--- src/rtl/instr_fetch_unit.sv ---
// Instruction fetch front end: drives the PC, reads a 1-cycle-latency ROM and hands bytes to the decoder.
// Optional macro IFU_PERF_CNT_EN adds the fetch_cnt/flush_cnt performance counters.
module instr_fetch_unit #(
   parameter int ADDR_W = 8,
   parameter int DATA_W = 8,
   parameter int DEPTH  = 2
) (
   input  logic              clk,
   input  logic              reset,
   input  logic [ADDR_W-1:0] pc_out,
   output logic              pc_enable,
   output logic              ld,
   output logic [ADDR_W-1:0] inp,
   output logic [ADDR_W-1:0] mem_addr,
   output logic              mem_rd,
   input  logic [DATA_W-1:0] mem_data,
   input  logic              branch_req,
   input  logic [ADDR_W-1:0] branch_target,
   input  logic              halt,
   output logic              instr_valid,
   output logic [DATA_W-1:0] instr_data,
   output logic [ADDR_W-1:0] instr_addr,
   input  logic              instr_ready
`ifdef IFU_PERF_CNT_EN
   ,
   output logic [15:0]       fetch_cnt,
   output logic [7:0]        flush_cnt
`endif
);

   localparam int PTR_W = $clog2(DEPTH);
   localparam int CNT_W = PTR_W + 1;
   localparam int OCC_W = CNT_W + 1;

   typedef enum logic [1:0] {
      ST_RUN      = 2'd0,
      ST_REDIRECT = 2'd1,
      ST_HALTED   = 2'd2
   } state_t;

   state_t             state_q, state_d;
   logic               inflight_q, inflight_d;
   logic [ADDR_W-1:0]  fl_addr_q, fl_addr_d;
   logic [CNT_W-1:0]   cnt_q, cnt_d;
   logic [PTR_W-1:0]   wr_ptr_q, wr_ptr_d;
   logic [PTR_W-1:0]   rd_ptr_q, rd_ptr_d;
   logic [DATA_W-1:0]  fifo_data_q [DEPTH];
   logic [ADDR_W-1:0]  fifo_addr_q [DEPTH];

   logic               pop_s;
   logic               push_s;
   logic               issue_s;
   logic               drop_s;
   logic [OCC_W-1:0]   occ_s;

   // Occupancy credits a pop in the same cycle so a ready decoder sees one byte per cycle.
   always_comb begin
      pop_s   = instr_valid & instr_ready & ~branch_req;
      drop_s  = branch_req & inflight_q;
      push_s  = inflight_q & ~drop_s;
      occ_s   = OCC_W'(cnt_q) + OCC_W'(inflight_q) - OCC_W'(pop_s);
      issue_s = reset & ~halt & ~branch_req & (occ_s < OCC_W'(DEPTH));
   end

   // Combinational strobes toward the PC and ROM; all forced low while reset is asserted.
   always_comb begin
      pc_enable = 1'b0;
      mem_rd    = 1'b0;
      mem_addr  = '0;
      ld        = 1'b0;
      inp       = '0;
      if (!reset) begin
         ld = 1'b0;
      end else if (branch_req) begin
         ld  = 1'b1;
         inp = branch_target;
      end else if (issue_s) begin
         pc_enable = 1'b1;
         mem_rd    = 1'b1;
         mem_addr  = pc_out;
      end else begin
         pc_enable = 1'b0;
      end
   end

   always_comb begin
      instr_valid = (cnt_q != '0);
      instr_data  = '0;
      instr_addr  = '0;
      if (instr_valid) begin
         instr_data = fifo_data_q[rd_ptr_q];
         instr_addr = fifo_addr_q[rd_ptr_q];
      end else begin
         instr_data = '0;
      end
   end

   // FIFO bookkeeping: a branch empties the queue and ignores any concurrent pop.
   always_comb begin
      inflight_d = issue_s;
      fl_addr_d  = issue_s ? pc_out : fl_addr_q;
      cnt_d      = cnt_q;
      wr_ptr_d   = wr_ptr_q;
      rd_ptr_d   = rd_ptr_q;
      if (branch_req) begin
         cnt_d    = '0;
         wr_ptr_d = '0;
         rd_ptr_d = '0;
      end else begin
         cnt_d    = cnt_q + CNT_W'(push_s) - CNT_W'(pop_s);
         wr_ptr_d = push_s ? wr_ptr_q + PTR_W'(1) : wr_ptr_q;
         rd_ptr_d = pop_s ? rd_ptr_q + PTR_W'(1) : rd_ptr_q;
      end
   end

   always_comb begin
      state_d = state_q;
      case (state_q)
         ST_RUN: begin
            if (branch_req)  state_d = ST_REDIRECT;
            else if (halt)   state_d = ST_HALTED;
            else             state_d = ST_RUN;
         end
         ST_REDIRECT: state_d = ST_RUN;
         ST_HALTED: begin
            if (branch_req)  state_d = ST_HALTED;
            else if (!halt)  state_d = ST_RUN;
            else             state_d = ST_HALTED;
         end
         default: state_d = ST_RUN;
      endcase
   end

   always_ff @(posedge clk or negedge reset) begin
      if (!reset) begin
         state_q    <= ST_RUN;
         inflight_q <= 1'b0;
         fl_addr_q  <= '0;
         cnt_q      <= '0;
         wr_ptr_q   <= '0;
         rd_ptr_q   <= '0;
      end else begin
         state_q    <= state_d;
         inflight_q <= inflight_d;
         fl_addr_q  <= fl_addr_d;
         cnt_q      <= cnt_d;
         wr_ptr_q   <= wr_ptr_d;
         rd_ptr_q   <= rd_ptr_d;
      end
   end

   always_ff @(posedge clk or negedge reset) begin
      if (!reset) begin
         for (int i = 0; i < DEPTH; i++) begin
            fifo_data_q[i] <= '0;
            fifo_addr_q[i] <= '0;
         end
      end else if (push_s) begin
         fifo_data_q[wr_ptr_q] <= mem_data;
         fifo_addr_q[wr_ptr_q] <= fl_addr_q;
      end
   end

`ifdef IFU_PERF_CNT_EN
   logic [15:0] fetch_cnt_q;
   logic [7:0]  flush_cnt_q;
   logic        flush_hit_s;

   assign flush_hit_s = branch_req & ((cnt_q != '0) | inflight_q);
   assign fetch_cnt   = fetch_cnt_q;
   assign flush_cnt   = flush_cnt_q;

   // Saturating event counters.
   always_ff @(posedge clk or negedge reset) begin
      if (!reset) begin
         fetch_cnt_q <= 16'd0;
         flush_cnt_q <= 8'd0;
      end else begin
         if (pop_s && (fetch_cnt_q != 16'hFFFF)) fetch_cnt_q <= fetch_cnt_q + 16'd1;
         if (flush_hit_s && (flush_cnt_q != 8'hFF)) flush_cnt_q <= flush_cnt_q + 8'd1;
      end
   end
`endif

endmodule

--- config.mk ---
export PLATFORM = sky130hd
export DESIGN_NAME = instr_fetch_unit
export DESIGN_NICKNAME = d
export VERILOG_FILES = /design/src/rtl/instr_fetch_unit.sv
export SDC_FILE = /design/constraint.sdc
export NUM_CORES = 1
export LEC_CHECK = 0
export CORE_UTILIZATION = 44
export CTS_CLUSTER_SIZE = 8
export DETAILED_ROUTE_END_ITERATION = 8
export PLACE_DENSITY_LB_ADDON = 0.12
export REMOVE_ABC_BUFFERS = 1
export SYNTH_ARGS = -nofsm -noshare
export SYNTH_HDL_FRONTEND = slang
export SYNTH_SLANG_ARGS = --single-unit
export TNS_END_PERCENT = 10
--- constraint.sdc ---
create_clock -name clk -period 12.8 [get_ports clk]
set_input_delay 3.84 -clock clk [delete_from_list [all_inputs] [get_ports clk]]
set_output_delay 3.84 -clock clk [all_outputs]
set_load 0.02 [all_outputs]
==> metrics.md, run 1 <==
| Metric | Value |
|---|---|
| Hold violation total from the final report | 0 |
| Internal | 0.0003078 W |
| Hold slack | 509.7 ps |
| Asr flop ratio synth | 100.0% |
| Post-CTS setup buffer count | 0 |
| Dominant cell type by area after synthesis | dfrtp_1 |
| Core Region | 4755 um2 |
| Pin count of the biggest net entering global routing | 56 |
| Total CTS buffers | 5 |
| TNS Setup | 0 ps |
| Cts hold-fix bufs | 0 |
| Commonest non-fill, non-tap cell in the layout | clkdlybuf4s50_1 |
| CP required | 8960 ps |
| Port Buffer Count | 64 |
| CP Buf/Inv Count | 2 |
| Synth Area per Inst | 12.89 um2 |
| First-pass GRT wire length | 7.307 mm |
| Worst-Margin Slew | 1086 ps |
| Remaining global-route overflow | 0 |
| Sink Count | 45 |
| Share of layout cells above drive strength 1 | 29.49% |
| CTS tree | yes |
| Max-Cap Viols | 0 |
| Site Rows | 25 |
| Largest cells by area after synthesis | dfrtp_1 51%, mux2_2 20%, mux2i_1 7.3% |
| Fin nets | 266 |
| Leakage | 1.284 nW |
| Synth warn | 0 |
| CTS clk-pin slew, worst paths | 70 ps |
| CP Launch Type | input port |
| DP HPWL | 3.093 mm |
| Total track usage | 18.74% |
| Final wirelength | 4.490 mm |
| Router iterations before antenna repair | 4 |
| Via Count | 1,502 |
| Starting Density | 46.11% |
| Final GP Congestion | 0.7220 |
| Cell variety after synth | 27 |
| Power Density | 140.0 nW/um2 |
| Register area share after synthesis | 51.37% |
| Crit-path cells | clkdlybuf4s50_1 > nor2_1 > ha_1 > nand2b_1 > fa_1 > nand2_2 > nor4_4 > and2_2 > clkdlybuf4s50_1 |
| Die Y | 72.59 um |
| Data arrival time of the worst path | 7620 ps |
| Clk buf depth | 2 |
| Worst slew margin | 27.61% |
| Final Util | 62.71% |
| RSZ-0062 raised after global routing | no |
| Post-synth EDFFs | 0 |
| Post-DRT Antenna Nets | 0 |
| FMAX | 87.24 MHz |
| Combinational fraction of design power | 24.9% |
| Die area | 5269 um2 |
| Synthesized instance count | 170 |
| Yosys reg bits | 45 |
| Commonest non-fill, non-tap cells in the layout | 63 x clkdlybuf4s50_1, 45 x dfrtp_1, 39 x mux2_2 |
| Post-Syn Area | 2192 um2 |
| Average routed wire per standard cell | 14.92 um |
| Post_cts resized | 0 |
| Switch share | 26.29% |
| Clk root buf | clkbuf_8 |
| Slowest library cell on the worst path | nor4_4 |
| Clock skew | 6.510 ps |
| Worst path most repeated cell | clkdlybuf4s50_1 |
| Layout area overhead | 36.02% |
| Vias/cell | 4.990 |
| Die width | 72.59 um |
| Max IR drop VDD | 0.00009191 V |
| Net Sw Power | 0.0001098 W |
| Vias in the first global route | 1,554 |
| Skew-Pair Late Insertion Delay | 300 ps |
| Tcrit/Tclk final | 89.55% |
| H-tree depth | 2 |
| Clock share of power | 26.2% |
| Drt drc | 0 |
| CP Class | in -> out |
| Outcome | finished, final reports clean |
| Slew Limit Fails | 0 |
| Worst Hold Class | reg -> reg |
| Final setup viols | 0 |
| Largest delay share family, worst path | simple AND/OR/NAND/NOR gates |
| Synth top area share | 51.37% |
| Initial antenna violation count | 0 |
| Worst Path Max Fanout | 18 |
| Tmin final | 11,460 ps |
| Sequential power share | 48.9% |
| Boundary pin count | 65 |
| Fill count | 387 |
| Main synth FF type | dfrtp_1 |
| Crit end category | primary output |
| Detailed Route Iter0 Violations | 79 |
| Max incr delay on CP | 870 ps |
| N_diodes | 0 |
==> power groups by stage <==
stage	Combinational [W]	Sequential, W	Clock, W
after floorplan	0.0000693	0.000200	0
after global placement	0.000102	0.000204	0
after detailed placement	0.000106	0.000208	0
after CTS	0.000106	0.000205	0.000113
after global routing	0.000114	0.000210	0.000118
final	0.000104	0.000204	0.000109
==> synthesized netlist by cell type, types with 2 or more instances <==
cell and n:
dfrtp_1 45, mux2_2 39, nor2_1 21, mux2i_1 16, and2_2 9, and3_2 8
buf_2 3, ha_1 3, inv_1 3, xor2_1 3, buf_4 2, clkbuf_1 2
nand2b_1 2
==> stage by stage <==
step                setup slack [ps]  cells  total power [W]  area, um2
floorplan                       2702    161        0.0002694       2138
global placement                1466    293        0.0003051       2865
detailed placement              1283    293        0.0003133       2865
CTS                             1276    301        0.0004241       2982
global route                    1013    301        0.0004416       2982
finish                          1338    301        0.0004175       2982
==> area by class of cell <==
class / instances / area (um2) / share of cell area, %
Sequential cell: 45 / 1126 / 37.77
Multi-Input combinational cell: 113 / 1001 / 33.57
Timing Repair Buffer: 65 / 643.1 / 21.57
Clock buffer: 7 / 86.33 / 2.896
Tap cell: 67 / 83.83 / 2.812
Clock inverter: 1 / 30.03 / 1.007
Inverter: 3 / 11.26 / 0.3777
==> cells by family (layout without fill, tap and decap cells) <==
family	count (synthesis)	count (layout)	share of synthesized area, %
buf+inv	12	76	2.967
fa+ha+maj	4	4	2.626
flops	45	45	51.37
mux	56	56	28.02
simple gates	48	48	13.19
xor+xnor	4	4	1.598
compound gates	1	1	0.2281
==> final timing paths <==
kind / startpoint / endpoint / slack (ps) / depth (start not counted)
min in group asynchronous: reset / fifo_data_q[0] / 3750 / 1
hold reg to reg: fifo_data_q[0] / fifo_data_q[0] / 510 / 1
setup / recovery: branch_req / mem_addr[2] / 1340 / 9
hold / removal: fifo_data_q[0] / fifo_data_q[0] / 510 / 1
setup reg to reg: cnt_q[1] / fl_addr_q[1] / 9490 / 8
max in group asynchronous: reset / fifo_addr_q[0] / 8390 / 1
==> state kept, by name (all words and copies together), names as in the netlist <==
signal       count
fl_addr_q        8
wr_ptr_q         1
fifo_data_q     16
rd_ptr_q         1
cnt_q            2
fifo_addr_q     16
inflight_q       1
==> routing by layer <==
metal	track usage, %	routed length, um
met1	22.56	1883
met4	9.368	87
met5	0	0
met3	4.282	264
met2	31.67	2255
(Power assumes the default switching activity.)
==> run 2: changes to the inputs <==
- SKIP_CTS_REPAIR_TIMING: default -> 1
==> results of run 2 <==
Same layout as run 1: the final DEF is identical, and so are final timing and power.
==> run 3: changes to the inputs <==
- ABC_CLOCK_PERIOD_IN_PS: default -> 12800
==> results of run 3 <==
Same layout as run 1: the final DEF is identical, and so are final timing and power.
